## src/rtl/mdu_writeback_unit.sv

```systemverilog
// mdu_writeback_unit
// Iterative 16-bit multiply/divide unit that acts as a second writer on the
// register-file write port. An operation is captured on a start pulse. The
// unit performs WIDTH shift-add (MUL/MULHU) or restoring shift-subtract
// (DIVU/REMU) steps, latches the result, and then holds RegWr until the
// writeback arbiter grants the port.
//
// state | meaning
// ------+-------------------------------------------------------------
// IDLE  | waiting for start; operands, op and rd captured on start
// RUN   | one arithmetic step per edge; the edge after step WIDTH latches the result
// WB    | RegWr high, Rd/WBus held until wb_grant
//
// All state updates on the falling edge of clk, matching the pipeline registers.
// For a divide by zero no special case is needed. The restoring divider
// subtracts zero on every step, so the quotient fills with ones (0xFFFF) and
// the remainder shifts in the dividend unchanged (REMU returns a).

module mdu_writeback_unit #(
    parameter int WIDTH   = 16,
    parameter int REGBITS = 3
) (
    input  logic               clk,
    input  logic               reset,
    input  logic               start,
    input  logic [1:0]         op,
    input  logic [WIDTH-1:0]   a,
    input  logic [WIDTH-1:0]   b,
    input  logic [REGBITS-1:0] rd_in,
    input  logic               wb_grant,
    output logic               busy,
    output logic               RegWr,
    output logic [REGBITS-1:0] Rd,
    output logic [WIDTH-1:0]   WBus
);

    localparam int CW = $clog2(WIDTH) + 1;

    typedef enum logic [1:0] {
        S_IDLE = 2'd0,
        S_RUN  = 2'd1,
        S_WB   = 2'd2
    } state_t;

    state_t               state;
    state_t               state_nxt;

    logic [1:0]           op_r;
    logic [WIDTH-1:0]     a_r;
    logic [WIDTH-1:0]     b_r;
    logic [WIDTH-1:0]     mq;
    logic [REGBITS-1:0]   rd_r;
    logic [CW-1:0]        cnt;
    logic [2*WIDTH-1:0]   acc;
    logic [2*WIDTH-1:0]   acc_step;
    logic [WIDTH:0]       trial;
    logic [WIDTH:0]       diff;
    logic                 steps_done;

    assign steps_done = (cnt == CW'(WIDTH));

    // State register.
    always_ff @(negedge clk or negedge reset) begin
        if (!reset) begin
            state <= S_IDLE;
        end else begin
            state <= state_nxt;
        end
    end

    // Next-state logic. Leaving WB always goes to IDLE, so a start on the grant edge is not taken.
    always_comb begin
        state_nxt = state;
        case (state)
            S_IDLE:  if (start)      state_nxt = S_RUN;
            S_RUN:   if (steps_done) state_nxt = S_WB;
            S_WB:    if (wb_grant)   state_nxt = S_IDLE;
            default:                 state_nxt = S_IDLE;
        endcase
    end

    // Outputs decoded from state.
    always_comb begin
        busy  = (state == S_RUN) || (state == S_WB);
        RegWr = (state == S_WB);
    end

    // One arithmetic step. Multiply is MSB-first shift-add over the multiplier in mq.
    // Divide shifts the dividend in from mq. It keeps the remainder in acc[hi] and builds the quotient in acc[lo].
    always_comb begin
        trial    = {acc[2*WIDTH-1:WIDTH], mq[WIDTH-1]};
        diff     = trial - {1'b0, b_r};
        acc_step = '0;
        if (op_r[1]) begin
            if (!diff[WIDTH]) begin
                acc_step = {diff[WIDTH-1:0], acc[WIDTH-2:0], 1'b1};
            end else begin
                acc_step = {trial[WIDTH-1:0], acc[WIDTH-2:0], 1'b0};
            end
        end else begin
            acc_step = {acc[2*WIDTH-2:0], 1'b0}
                     + (mq[WIDTH-1] ? {{WIDTH{1'b0}}, a_r} : {(2*WIDTH){1'b0}});
        end
    end

    // Datapath: capture on start, step in RUN, latch result and destination when the steps are done.
    always_ff @(negedge clk or negedge reset) begin
        if (!reset) begin
            op_r <= '0;
            a_r  <= '0;
            b_r  <= '0;
            mq   <= '0;
            rd_r <= '0;
            cnt  <= '0;
            acc  <= '0;
            Rd   <= '0;
            WBus <= '0;
        end else begin
            case (state)
                S_IDLE: begin
                    if (start) begin
                        op_r <= op;
                        a_r  <= a;
                        b_r  <= b;
                        mq   <= op[1] ? a : b;
                        rd_r <= rd_in;
                        cnt  <= '0;
                        acc  <= '0;
                    end
                end
                S_RUN: begin
                    if (!steps_done) begin
                        acc <= acc_step;
                        mq  <= {mq[WIDTH-2:0], 1'b0};
                        cnt <= cnt + 1'b1;
                    end else begin
                        Rd   <= rd_r;
                        WBus <= op_r[0] ? acc[2*WIDTH-1:WIDTH] : acc[WIDTH-1:0];
                    end
                end
                default: ;
            endcase
        end
    end

endmodule
```

## config.mk

```make
export PLATFORM = sky130hd
export DESIGN_NAME = mdu_writeback_unit
export DESIGN_NICKNAME = d
export VERILOG_FILES = /design/src/rtl/mdu_writeback_unit.sv
export SDC_FILE = /design/constraint.sdc
export NUM_CORES = 1
export LEC_CHECK = 0
export ABC_AREA = 0
export BUFFER_PORTS_ARGS = -buffer_cell sky130_fd_sc_hd__buf_2
export CORE_ASPECT_RATIO = 1.75
export CORE_MARGIN = 2
export CORE_UTILIZATION = 55
export DETAILED_ROUTE_END_ITERATION = 10
export GPL_TIMING_DRIVEN = 0
export PLACE_DENSITY_LB_ADDON = 0.3
export SLEW_MARGIN = 20
export SYNTH_ARGS = -nofsm -noshare
export SYNTH_HDL_FRONTEND = slang
export SYNTH_SLANG_ARGS = --single-unit
```

## constraint.sdc

```tcl
create_clock -name clk -period 3.05 [get_ports clk]
set_input_delay 0.1525 -clock clk [delete_from_list [all_inputs] [get_ports clk]]
set_output_delay 0.1525 -clock clk [all_outputs]
set_load 0.02 [all_outputs]
```

==> flow_metrics.env <==
export IMPL_die_x_microns=88.4
export IMPL_slew_headroom_pct=49.2
export IMPL_tightest_slew_ps=762
export IMPL_final_setup_worst_slack_ps=26.3
export IMPL_gp_congestion=0.958
export IMPL_synth_edf_count=0
export IMPL_synth_nets=771
export IMPL_multi_input_area_sq_um=4090
export IMPL_drive_above_1_share_pct=26.6
export IMPL_critPathLaunchType="register"
export IMPL_period_share_pct=99.1
export IMPL_wl_mm=19.9
export IMPL_seq_area_sq_um=2780
export IMPL_final_core_utilization_pct=66.5
export IMPL_synthArstFlopShare_pct=100
export IMPL_num_antenna_cells=0
export IMPL_grt_pass1_vias=5889
export IMPL_wl_per_cell_microns=20.8
export IMPL_core_area_sq_um=12300
export IMPL_dr_total_vias=5732
export IMPL_p_total_w=0.00792
export IMPL_drtPass1Iterations=5
export IMPL_h_tree_depth=3
export IMPL_via_per_inst=6.00
export IMPL_path_cells="clkbuf_8 -> inv_4 -> ha_4 -> inv_2 -> fa_2 -> a211oi_2 -> o21ai_2 -> o31ai_4 -> a31o_4 -> xor2_4 -> buf_12 -> mux2_4 -> a22oi_2 -> o21ai_1"
export IMPL_outcome="finished, final reports clean"
export IMPL_ant_nets=0
export IMPL_ys_seq_elements=111
export IMPL_syn_cell_area_sq_um=6860
export IMPL_synth_commonest_cells="dfrtn_1, nand2_1, o21ai_0"
export IMPL_crit_family="compound AO/OA/AOI/OAI gates"
export IMPL_holdBufCountCts=0
export IMPL_timing_rr_start="mq[15]"
export IMPL_clk_path_buf_depth=2
export IMPL_synth_avg_cell_area_sq_um=9.93
export IMPL_worstSkewPairLatency_ps=360
export IMPL_finalClockSkew_ps=5.19
export IMPL_port_buffers=60
export IMPL_cts_tree="yes"
export IMPL_preCtsSetupSlack_ps=-623
export IMPL_hold_violations=0
export IMPL_end_kind="register"
export IMPL_crit_fanout=7
export IMPL_yosysTopAreaCellShare_pct=40.5
export IMPL_cpMaxStageDelayCell="dfrtn_1"
export IMPL_synth_seq_area_share_pct=40.5
export IMPL_yosysMostFrequentCell="dfrtn_1"
export IMPL_hold_path_class="reg -> reg"
export IMPL_grt_max_degree=69
export IMPL_cp_startpoint="mq[15]"
export IMPL_dp_hpwl_mm=15.0
export IMPL_critPathRequiredTime_ps=4770
export IMPL_setup_viol=0
export IMPL_power_density_nw_per_um2=968
export IMPL_max_freq_ghz=0.331
export IMPL_rows=54
export IMPL_path_clk_slew_ps=50
export IMPL_dieHeight_microns=152
export IMPL_setup_tns_ps=0
export IMPL_grt_overflow_total=0
export IMPL_track_usage_pct=30.5
export IMPL_cts_made_buffers=9
export IMPL_yosys_area_top_type="dfrtn_1"
export IMPL_cts_sinks=111
export IMPL_max_cap_violations=0
export IMPL_hold_start="WBus[8]"
export IMPL_cts_root_buf="clkbuf_16"
export IMPL_fillCellCount=1027
export IMPL_antenna_found_initial=0
export IMPL_start_util_pct=55.8
export IMPL_ys_flop_type="dfrtn_1"
export IMPL_areaGrowthSynthToFinish_pct=19.3
export IMPL_worst_path_buf_inv=4
export IMPL_max_stage_delay_ps=440
export IMPL_grt_pass1_wl_mm=30.5
export IMPL_drt_initial_drc_count=438
export IMPL_synthTopCellsByArea="dfrtn_1, mux2_2, ha_1"
export IMPL_ys_types=70
export IMPL_ir_drop_mv=0.529
export IMPL_ys_warnings_count=0
export IMPL_arrival_ps=4750
export IMPL_fin_crit_ps=3020
export IMPL_syn_inst=691
export IMPL_finalNetCount=863
export IMPL_die_area_sq_um=13400
export IMPL_io_pins=62
export IMPL_grt_setup_unrepaired="true"
export IMPL_slew_violations=0
export IMPL_worst_setup_path_type="reg -> reg"
export IMPL_fin_hold_ws_ps=419
export IMPL_route_detailed_drc=0
export IMPL_power_leakage_nw=3.73
==> cells by family (layout without fill, tap and decap cells) <==
logic type	after synthesis	count (layout)	synth area share, %
AO/OA/AOI/OAI	199	199	20.0
XOR/XNOR	37	37	5.00
adder cells (fa/ha/maj)	39	39	7.33
buffers and inverters	64	161	3.63
flip-flops	111	111	40.5
multiplexers	77	77	12.0
AND/OR/NAND/NOR	164	164	11.5
==> registers in the layout, indices dropped and copies added, names as in the netlist <==
| name | cells |
|---|---|
| Rd | 3 |
| rd_r | 3 |
| WBus | 16 |
| a_r | 16 |
| state | 2 |
| op_r | 2 |
| cnt | 5 |
| acc | 32 |
| b_r | 16 |
| mq | 16 |
==> cell type report <==
cell class              count  area share, %
plain buffers              32           2.03
inverters                  32           1.50
repair buffers             81           6.45
clock inverters             7          0.749
multi-input cells         516           50.0
clock buffers               9           2.75
well taps                 168           2.57
flip-flops and latches    111           33.9
==> routing by layer <==
layer	share of wire [%]	vias to the layer above	routed length, microns	global-route usage [%]
met5	0	-	0	0
met3	3.0	51	605	3.95
li1	-	2687	-	-
met2	55	158	11000	57.4
met1	37	2836	7460	32.7
met4	4.4	0	880	14.1
==> timing repair <==
item | in CTS | in global routing
resized for setup | 44 | 34
cloned | 1 | 0
endpoints found under the setup margin | 60 | 27
hold endpoints to repair | 0 | 0
setup buffers | 12 | 7
pin swaps | 15 | 18
==> cell usage in the layout, fill, tap and decap left out, types with 7 or more instances in the layout <==
cell type / count
clkbuf_16: 9
dfrtn_1: 111
clkbuf_1: 16
o21ai_0: 55
a21oi_1: 31
nand3_1: 12
inv_1: 30
ha_1: 31
nor2_1: 31
buf_4: 15
mux2i_1: 35
o211ai_1: 8
xnor2_1: 19
and2_1: 16
a21o_1: 15
nand2_1: 58
buf_2: 64
a22oi_1: 22
xor2_1: 17
nor3_1: 7
mux2_2: 40
==> stage by stage <==
stage                     std cells  cell area, sq um
after global routing            956              8180
after CTS                       949              7970
after detailed placement        920              7410
after floorplan                 691              6860
after global placement          919              7370
final                           956              8180
==> path summary, 6_finish.rpt <==
path	slack [ps]	to	cells after the start
worst max register to register	30	acc[17]	14
max in group asynchronous	1220	mq[8]	2
min in group asynchronous	1120	acc[1]	1
worst min register to register	420	WBus[8]	2
worst min-delay path	420	WBus[8]	2
worst max-delay path	30	acc[17]	14
==> report_power, final <==
| part | internal, W | leakage [nW] | switching [W] |
|---|---|---|---|
| logic | 0.00183 | 2.15 | 0.00241 |
| registers | 0.00202 | 1.44 | 0.000492 |
| clock network | 0.000575 | 0.141 | 0.000600 |
| total | 0.00443 | 3.73 | 0.00350 |
==> tightest hold or removal path: stages (launching register included) <==
cell	delay, ps
dfrtn_1	400
nand2_1	40
o21ai_0	60
(Power assumes the default switching activity.)
